### src/rtl/jk_register_bank.sv
// jk_register_bank
// A bank of WIDTH JK-style bits with four operating modes, selected per cycle:
//   00 JK    : per-bit hold / clear / set / toggle from j and k
//   01 load  : parallel load from load_data
//   10 count : wrapping up-counter that returns to 0 after MAX_COUNT
//   11 shift : left shift, serial_in enters at bit 0
//
// Ports
//   clock      : rising-edge clock for all state
//   reset      : synchronous, active-high; clears q and changed
//   enable     : update qualifier; 0 holds q and forces changed low
//   mode       : operation select (see above)
//   j, k       : per-bit JK inputs (JK mode)
//   load_data  : parallel load value (load mode)
//   serial_in  : shift input (shift mode)
//   q, q_bar   : registered bank state and its complement
//   terminal   : high while counting and q equals MAX_COUNT
//   serial_out : current MSB of q
//   changed    : one-cycle pulse after an enabled edge that altered q
module jk_register_bank #(
  parameter int               WIDTH     = 8,
  parameter logic [WIDTH-1:0] MAX_COUNT = {WIDTH{1'b1}}
) (
  input  logic             clock,
  input  logic             reset,
  input  logic             enable,
  input  logic [1:0]       mode,
  input  logic [WIDTH-1:0] j,
  input  logic [WIDTH-1:0] k,
  input  logic [WIDTH-1:0] load_data,
  input  logic             serial_in,
  output logic [WIDTH-1:0] q,
  output logic [WIDTH-1:0] q_bar,
  output logic             terminal,
  output logic             serial_out,
  output logic             changed
);

  localparam logic [1:0] MODE_JK    = 2'b00;
  localparam logic [1:0] MODE_LOAD  = 2'b01;
  localparam logic [1:0] MODE_COUNT = 2'b10;
  localparam logic [1:0] MODE_SHIFT = 2'b11;

  logic [WIDTH-1:0] q_next;

  // JK characteristic equation: a set bit survives unless k, a clear bit
  // rises when j; j=k=1 therefore toggles.
  function automatic logic [WIDTH-1:0] jk_apply(
    input logic [WIDTH-1:0] cur,
    input logic [WIDTH-1:0] jv,
    input logic [WIDTH-1:0] kv
  );
    return (cur & ~kv) | (~cur & jv);
  endfunction

  // A value above MAX_COUNT (reachable via load or JK) wraps straight to 0
  // rather than counting up through the illegal range.
  function automatic logic [WIDTH-1:0] count_apply(input logic [WIDTH-1:0] cur);
    if (cur >= MAX_COUNT) begin
      return '0;
    end
    return cur + WIDTH'(1);
  endfunction

  always_comb begin
    q_next = q;
    case (mode)
      MODE_JK:    q_next = jk_apply(q, j, k);
      MODE_LOAD:  q_next = load_data;
      MODE_COUNT: q_next = count_apply(q);
      MODE_SHIFT: q_next = {q[WIDTH-2:0], serial_in};
      default:    q_next = q;
    endcase
  end

  // Stage 0: bank state and change flag
  always_ff @(posedge clock) begin
    if (reset) begin
      q       <= '0;
      changed <= 1'b0;
    end else if (enable) begin
      q       <= q_next;
      changed <= (q_next != q);
    end else begin
      changed <= 1'b0;
    end
  end

  assign q_bar      = ~q;
  assign terminal   = (mode == MODE_COUNT) && (q == MAX_COUNT);
  assign serial_out = q[WIDTH-1];

endmodule

### config.mk
export PLATFORM = sky130hd
export DESIGN_NAME = jk_register_bank
export DESIGN_NICKNAME = d
export VERILOG_FILES = /design/src/rtl/jk_register_bank.sv
export SDC_FILE = /design/constraint.sdc
export NUM_CORES = 1
export LEC_CHECK = 0
export ABC_AREA = 1
export BUFFER_PORTS_ARGS = -buffer_cell sky130_fd_sc_hd__buf_2
export CORE_MARGIN = 2
export CORE_UTILIZATION = 48
export DETAILED_ROUTE_END_ITERATION = 6
export PLACE_DENSITY = 0.91
export SLEW_MARGIN = 20
export SYNTH_ARGS = -nofsm -noshare
export SYNTH_HDL_FRONTEND = slang
export SYNTH_SLANG_ARGS = --single-unit
### constraint.sdc
create_clock -name clock -period 2.4 [get_ports clock]
set_input_delay 0.36 -clock clock [delete_from_list [all_inputs] [get_ports clock]]
set_output_delay 0.36 -clock clock [all_outputs]
set_load 0.05 [all_outputs]
==> reports/results.tsv, run 1 <==
metric	value	unit
diodes	0	
required	2.04	ns
grt-busiest-layer	met2	
yosys_most_used_dff	dfxtp_1	
cts_buffers	3	
grtUsageMet2	0.3526	
hp-class	primary input to flip-flop	
endpoint_kind	output pin	
layout.nets	242	
drv_cap	0	
grt_pass1_wl	3.836	mm
cts_hold_buf	0	
dp.cells	231	
gp_congestion	0.9188	
cts_tree	done	
reg2reg_slack	0.63	ns
p_switching	256.6	uW
swShare	0.4591	
routed_wl	2.617	mm
crit_chain	ha_1 > nand2_2 > nor2_4 > nand2_2 > nor2_1 > buf_2	
dr.pass1.iters	4	
clock_path_buffers	2	
layout_common_cells	buf_2 (48), nand2_1 (47), o21ai_0 (19), inv_1 (16), nand3_1 (16)	
worstHoldStart	reset	
htreeDepth	1	
wl_per_cell	11.14	um
grt_usage	0.2339	
cpMostUsedCell	nand2_2	
cts_setup_buffers	0	
rsz0062_at_grt	false	
drive_above_1_share	0.3190	
seqPwrFrac	0.323	
antenna_found_initial	0	
status	complete, no violations	
intPower	302.4	uW
worst_clock_skew	0.002588	ns
r2r-start	q[0]$_SDFFE_PP0P_	
clkSinkCount	9	
p_leak	0.6534	nW
path_class	flip-flop to output pin	
dieArea	2325	um2
holdWs	0.4047	ns
pwr-share-comb	0.470	
cp_data_arrival_time	1.62	ns
grt-ovfl-total	0	
slew_viol_final	0	
synth_area_per_cell	5.829	um2
fin_crit	1.982	ns
syn_to_final_growth	29.33	%
portBuffers	48	
finalSetupTns	0	ns
ioPinCount	49	
place_hpwl	2.095	mm
cts_resized	0	
synthCells	161	
grt_pass1_vias	922	
synth_seq_area_share	0.1920	
final_cells	235	
use_met1	0.3274	
cp-start-kind	flip-flop	
initial_core_util	0.5263	
yosysWarningCount	0	
die_h	48.22	um
grt.met3_usage	0.04074	
critPathMaxFanout	6	
placeableCoreArea	1783	um2
ant_nets	0	
hold_violations	0	
yosys.cell_types.count	24	
power_density	460.6	nW/um2
crit_start	q[0]$_SDFFE_PP0P_	
clk_pin_slew	0.06	ns
worstMarginPinSlew	0.3990	ns
grt_max_degree	13	
async_reset_ff_frac	0	
worstSkewPairLatency	0.26	ns
clockRootBuffer	clkbuf_4	
setup_viol_count_final	0	
finalCoreUtilization	0.6807	
r2r_cells	12	
slowest_stage	dfxtp_1	
max-vdd-ir-drop	0.3890	mV
final_common_cell	buf_2	
post-route-period-util	0.8259	
max_freq	0.5045	GHz
regToRegEndpoint	changed$_SDFF_PP0_	
slew_headroom	0.7337	
ys_ff_latch	9	
drc	0	
num_rows	15	
synth_nets	192	
syn_area	938.4	um2
drtIter0Drc	45	
vias	1226	
synth_edf_count	0	
slowest_delay	0.44	ns
die_w	48.22	um
p_clk_frac	0.206	
hold_path_depth	4	
hold_path_end	q[5]$_SDFFE_PP0P_	
viasPerCell	5.217	
[flip-flops by register name, summed over array words and instances (netlist names)]
name / flops
changed: 1
q: 8
[stage by stage]
step	power (mW)	worst slack, ns	area (um2)
floorplan	0.3753	0.1063	938.4
global placement	0.4398	0.7379	1187
detailed placement	0.4442	0.6704	1187
CTS	0.5634	0.4339	1214
global route	0.5950	0.3494	1214
finish	0.5591	0.4178	1214
[power by group through the flow]
stage,combinational (mW),clock [mW],sequential [mW]
finish,0.263,0.115,0.181
global route,0.288,0.125,0.183
CTS,0.262,0.121,0.180
detailed placement,0.261,0,0.183
global placement,0.257,0,0.183
floorplan,0.155,0,0.221
[critical path, delay by kind of cell (launching register included)]
family | cells | cell delay (ns)
adders and majority gates | 1 | 0.22
buffers and inverters | 1 | 0.26
DFF | 1 | 0.44
and+or+nand+nor | 4 | 0.44
[metal layers]
metal,vias to the layer above,share of wire
li1,636,-
met1,526,0.45
met2,60,0.47
met3,4,0.075
met4,0,0.0096
met5,-,0
[worst max path at each step]
stage	to	slack (ns)
floorplan	terminal	0.11
global placement	changed$_SDFF_PP0_	0.74
detailed placement	changed$_SDFF_PP0_	0.67
CTS	terminal	0.43
global route	terminal	0.35
finish	terminal	0.42
[kinds of logic after synthesis]
logic type | Yosys count | synth area share
AOI/OAI and AO/OA | 42 | 0.2480
xor gates and xnor gates | 1 | 0.009335
adders and majority gates | 1 | 0.01333
buffers and inverters | 24 | 0.1080
DFF | 9 | 0.1920
and+or+nand+nor | 84 | 0.4293
[Yosys cell counts (2+ instances only)]
cell type | instances | area [um2]
a21oi_1 | 10 | 50.05
dfxtp_1 | 9 | 180.2
inv_1 | 16 | 60.06
inv_2 | 5 | 18.77
nand2_1 | 47 | 176.4
nand2_2 | 3 | 18.77
nand2_4 | 2 | 22.52
nand3_1 | 16 | 80.08
nand4_1 | 3 | 18.77
nor2_1 | 7 | 26.28
nor2_2 | 2 | 12.51
o211ai_1 | 8 | 60.06
o21ai_0 | 19 | 95.09
o21ai_1 | 4 | 20.02
[area by class of cell]
| type | instances | area [um2] |
|---|---|---|
| fill | 148 | 569.3 |
| multi-input combinational | 128 | 656.9 |
| timing repair buffer | 48 | 240.2 |
| clock buffer | 4 | 26.28 |
| inverter | 21 | 78.83 |
| sequential | 9 | 180.2 |
| tap | 25 | 31.28 |
No activity file was read; power rests on OpenSTA's default activity.
==> run 2, diff against run 1 <==
--- a/config.mk
+++ b/config.mk
@@ -8,9 +8,9 @@
 export ABC_AREA = 1
 export BUFFER_PORTS_ARGS = -buffer_cell sky130_fd_sc_hd__buf_2
 export CORE_MARGIN = 2
-export CORE_UTILIZATION = 48
+export CORE_UTILIZATION = 45
 export DETAILED_ROUTE_END_ITERATION = 6
-export PLACE_DENSITY = 0.91
+export PLACE_DENSITY = 0.87
 export SLEW_MARGIN = 20
 export SYNTH_ARGS = -nofsm -noshare
 export SYNTH_HDL_FRONTEND = slang
==> constraint.sdc (replaced) <==
create_clock -name clock -period 1.88 [get_ports clock]
set_input_delay 0.282 -clock clock [delete_from_list [all_inputs] [get_ports clock]]
set_output_delay 0.282 -clock clock [all_outputs]
set_load 0.05 [all_outputs]
==> run 2 against run 1 <==
Effect of this change: first-iteration DRC count shrank 49%; sequential cell count is the same; die area grew 6.1%; core utilization shrank 4.9 points.
==> reports/results.tsv, run 2 (synthesis gave the netlist of run 1 again) <==
metric	value	unit	change
viasPerCell	5.109		-2.1%
initial_core_util	0.4783		-0.04800
slowest_stage	dfxtp_2		
finalSetupTns	0	ns	unchanged
cts_buffers	3		unchanged
n_fill_cell	211		+43%
grt_max_degree	13		unchanged
grt_pass1_vias	985		+6.8%
rsz0062_at_grt	false		
worst_clock_skew	0.002663	ns	+0.00007491 ns
max_freq	0.5632	GHz	
vias	1216		-0.82%
hold_violations	0		unchanged
power_density	585.9	nW/um2	+27%
place_hpwl	2.079	mm	-0.75%
dieArea	2467	um2	+6.1%
required	1.60	ns	-0.44 ns
clock_path_buffers	2		unchanged
endpoint_kind	output pin		
clockRootBuffer	clkbuf_4		
syn_to_final_growth	32.13	%	
clkSinkCount	9		unchanged
clk_pin_slew	0.06	ns	about the same
ioPinCount	49		unchanged
drc	0		unchanged
htreeDepth	1		unchanged
cp-start-kind	flip-flop		
dr.pass1.iters	4		unchanged
ant_nets	0		unchanged
cpMostUsedCell	nand2_2		
grt_pass1_wl	4.298	mm	+12%
die_w	49.67	um	+3.0%
worstMarginPinSlew	0.2502	ns	-0.1489 ns
hp-class	primary input to flip-flop		
cp_data_arrival_time	1.49	ns	-0.13 ns
antenna_found_initial	0		unchanged
place_area	1211	um2	+2.0%
largest-register	q		
critPathMaxFanout	6		unchanged
slowest_delay	0.38	ns	-0.06 ns
num_rows	16		+1
fin_area	1240	um2	+2.2%
grt-ovfl-total	0		unchanged
slew_headroom	0.8325		+0.09879
crit_chain	ha_1 > nand2_2 > nor2_4 > nand2_2 > nor2_2 > clkbuf_4		
slew_viol_final	0		unchanged
wl_per_cell	11.09	um	-0.39%
die_h	49.67	um	+3.0%
drive_above_1_share	0.3602		+0.04114
reg2reg_slack	0.23	ns	-0.40 ns
routed_wl	2.640	mm	+0.88%
max-vdd-ir-drop	0.4167	mV	+7.1%
portBuffers	48		unchanged
grt_usage	0.2187		-0.01522
status	complete, no violations		
path_class	flip-flop to output pin		
cts_tree	done		
gp_congestion	0.8508		-7.4%
fin_crit	1.775	ns	
drtIter0Drc	23		-49%
layout.nets	243		+0.41%
setup_viol_count_final	0		unchanged
drv_cap	0		unchanged
worstSkewPairLatency	0.26	ns	about the same
largest_reg_flops	8		unchanged
top_regs	q (8), changed (1)		
layout_common_cells	nand2_1 (47), buf_2 (47), o21ai_0 (19), nand3_1 (16), inv_1 (15)		
post-route-period-util	0.9444		
placeableCoreArea	1962	um2	+10%
p_leak	0.6571	nW	+0.56%
diodes	0		unchanged
==> run 2: layer usage <==
layer  wire length (um)  up-vias  track usage
li1                   -      638            -
met5                  0        -            0
met2               1178       37       0.3400
met4                 14        0      0.05556
met3                143        2      0.02727
met1               1303      539       0.3178
==> run 2: final cells by class <==
| class | instances | area, um2 | share of cell area |
|---|---|---|---|
| repair buffers | 49 | 250.2 | 0.2018 |
| flip-flops and latches | 9 | 187.7 | 0.1514 |
| multi-input cells | 128 | 659.4 | 0.5318 |
| inverters | 21 | 82.58 | 0.06660 |
| well taps | 27 | 33.78 | 0.02725 |
| clock buffers | 4 | 26.28 | 0.02119 |
==> run 2: power breakdown <==
| group | total (mW) | internal [mW] | leakage [nW] | switching, mW |
|---|---|---|---|---|
| Sequential | 0.234 | 0.208 | 0.0766 | 0.0259 |
| Clock | 0.154 | 0.0820 | 0.0150 | 0.0716 |
| Combinational | 0.339 | 0.101 | 0.566 | 0.238 |
==> run 2: final timing paths <==
path / start / cells past startpoint / end
setup reg to reg: q[0]$_SDFFE_PP0P_ / 11 / changed$_SDFF_PP0_
hold reg to reg: q[1]$_SDFFE_PP0P_ / 2 / q[1]$_SDFFE_PP0P_
setup / recovery: q[0]$_SDFFE_PP0P_ / 6 / terminal
hold / removal: reset / 4 / q[5]$_SDFFE_PP0P_
==> run 2: worst max-delay path: cells and delay by family, from the launching register on <==
kind,cells,cell delay (ns)
AND/OR/NAND/NOR,4,0.43
flip-flops,1,0.38
buffers and inverters,1,0.23
adder cells (fa/ha/maj),1,0.19
==> run 2: repair_timing <==
item	4_1_cts	5_1_grt
endpoints found under the setup margin	0	1
hold buffers	0	0
gates resized for setup	0	1
setup buffers	0	0
==> run 2: metrics by stage <==
step	instances	utilization	hold slack, ns	power [mW]	setup WS [ns]
2_1_floorplan	161	-	0.4308	0.4832	0.04917
3_3_place_gp	234	0.6173	0.5541	0.5720	0.2817
3_5_place_dp	234	0.6173	0.5561	0.5724	0.2477
4_1_cts	238	0.6307	0.3113	0.7229	0.07224
5_1_grt	238	0.6320	0.3402	0.7753	0.003420
6_report	238	0.6320	0.3172	0.7265	0.1046
==> run 3, diff against run 2 <==
--- a/config.mk
+++ b/config.mk
@@ -10,8 +10,8 @@
 export CORE_MARGIN = 2
 export CORE_UTILIZATION = 45
 export DETAILED_ROUTE_END_ITERATION = 6
+export MAX_ROUTING_LAYER = met4
 export PLACE_DENSITY = 0.87
-export SLEW_MARGIN = 20
 export SYNTH_ARGS = -nofsm -noshare
 export SYNTH_HDL_FRONTEND = slang
 export SYNTH_SLANG_ARGS = --single-unit
==> run 3 against run 2 <==
Effect of this change: sequential share of layout area is the same; non-clock buffer count is the same; cell area is the same; count of clock-buffer cells in the layout is the same; critical path depth is the same; core utilization is the same; total power is essentially flat; wire length is the same; die area is the same.
==> reports/results.tsv, run 3 (synthesis gave the netlist of run 1 again) <==
metric	value	unit	change
drv_cap	0		unchanged
drive_above_1_share	0.3602		unchanged
grt_usage	0.2247		+0.005999
ant_nets	0		unchanged
regToRegEndpoint	changed$_SDFF_PP0_		
worst_clock_skew	0.002666	ns	+0.000002700 ns
final_cells	238		unchanged
dp.cells	234		unchanged
vias	1216		unchanged
grt_pass1_wl	4.305	mm	+0.16%
die_w	49.67	um	unchanged
cp-start-kind	flip-flop		
finalPower	726.5	uW	about the same
regArea	187.7	um2	unchanged
slowest_delay	0.38	ns	about the same
n_fill_cell	211		unchanged
grt_pass1_vias	985		unchanged
critPathMaxFanout	6		unchanged
die_h	49.67	um	unchanged
dieArea	2467	um2	unchanged
drc	0		unchanged
top_regs	q (8), changed (1)		
placeableCoreArea	1962	um2	unchanged
max_freq	0.5632	GHz	unchanged
setup_viol_count_final	0		unchanged
portBuffers	48		unchanged
crit_chain	ha_1 > nand2_2 > nor2_4 > nand2_2 > nor2_2 > clkbuf_4		
finalCoreUtilization	0.6320		unchanged
clkSinkCount	9		unchanged
num_rows	16		unchanged
multi_input_area	659.4	um2	unchanged
htreeDepth	1		unchanged
hold_violations	0		unchanged
clk_pin_slew	0.06	ns	about the same
required	1.60	ns	about the same
place_hpwl	2.079	mm	unchanged
worstSkewPairLatency	0.26	ns	about the same
largest-register	q		
clock_path_buffers	2		unchanged
max-vdd-ir-drop	0.4167	mV	unchanged
cts_tree	done		
drtIter0Drc	23		unchanged
routed_wl	2.640	mm	unchanged
ioPinCount	49		unchanged
cpMostUsedCell	nand2_2		
dr.pass1.iters	4		unchanged
wl_per_cell	11.09	um	unchanged
status	complete, no violations		
hp-class	primary input to flip-flop		
grt-ovfl-total	0		unchanged
cp_data_arrival_time	1.49	ns	about the same
slew_headroom	0.8325		unchanged
fin_area	1240	um2	unchanged
rsz0062_at_grt	false		
diodes	0		unchanged
grt_max_degree	13		unchanged
dp_slack	0.2477	ns	unchanged
initial_core_util	0.4783		unchanged
crit_start	q[0]$_SDFFE_PP0P_		
viasPerCell	5.109		unchanged
layout.nets	243		unchanged
reg2reg_slack	0.23	ns	about the same
largest_reg_flops	8		unchanged
fin_ws	0.1046	ns	+0.000001000 ns
p_leak	0.6571	nW	unchanged
cts_hold_buf	0		unchanged
power_density	585.9	nW/um2	about the same
slowest_stage	dfxtp_2		
holdWs	0.3172	ns	-0.000002000 ns
clockRootBuffer	clkbuf_4		
r2r_cells	11		unchanged
worstSetupEndpoint	terminal		
slew_viol_final	0		unchanged
layout_common_cells	nand2_1 (47), buf_2 (47), o21ai_0 (19), nand3_1 (16), inv_1 (15)		
cts_buffers	3		unchanged
path_class	flip-flop to output pin		
r2r-start	q[0]$_SDFFE_PP0P_		
place_area	1211	um2	unchanged
worstMarginPinSlew	0.2502	ns	unchanged
endpoint_kind	output pin		
gp_congestion	0.8642		+1.6%
post-route-period-util	0.9444		about the same
finalSetupTns	0	ns	unchanged
fin_crit	1.775	ns	-0.000001000 ns
syn_to_final_growth	32.13	%	unchanged
antenna_found_initial	0		unchanged
## run 3: cell counts in the layout (fill, tap and decap cells not counted)
No cell type changed its count.
## run 3: how the worst min path moves through the flow
| stage | slack [ns] | startpoint | to | cells past startpoint |
|---|---|---|---|---|
| 3_5_place_dp | 0.56 | q[1]$_SDFFE_PP0P_ | q[1]$_SDFFE_PP0P_ | 2 |
| 4_1_cts | 0.31 | reset | q[5]$_SDFFE_PP0P_ | 4 |
| 2_1_floorplan | 0.43 | reset | q[5]$_SDFFE_PP0P_ | 3 |
| 5_1_grt | 0.34 | enable | changed$_SDFF_PP0_ | 3 |
| 6_report | 0.32 | reset | q[5]$_SDFFE_PP0P_ | 4 |
| 3_3_place_gp | 0.55 | q[1]$_SDFFE_PP0P_ | q[1]$_SDFFE_PP0P_ | 2 |
## run 3: layer usage
metal | GRT usage | share of wire | vias to the layer above
li1 | - | - | 638
met1 | 0.3178 | 0.49 | 539
met2 | 0.3400 | 0.45 | 37
met3 | 0.02727 | 0.055 | 2
met4 | 0.05556 | 0.0053 | 0
met5 | - | 0 | -
## run 3: final cells by class
type                       instances  share of cell area
sequential                         9              0.1514
multi-input combinational        128              0.5318
tap                               27             0.02725
clock buffer                       4             0.02119
timing repair buffer              49              0.2018
inverter                          21             0.06660
## run 3: critical path, delay by kind of cell (launching register included)
kind,cells,cell delay [ns]
buffers and inverters,1,0.23
and+or+nand+nor,4,0.43
DFF,1,0.38
adders and majority gates,1,0.19
## run 3: power by group
part	switching, mW	leakage, nW	internal, mW	total [mW]
clock network	0.0716	0.0150	0.0820	0.154
logic	0.238	0.566	0.101	0.339
registers	0.0259	0.0766	0.208	0.234
total	0.336	0.657	0.391	0.726
## run 3: what timing repair did
item,4_1_cts,5_1_grt
setup endpoints to repair,0,1
buffers inserted,0,0
gates resized for setup,0,1
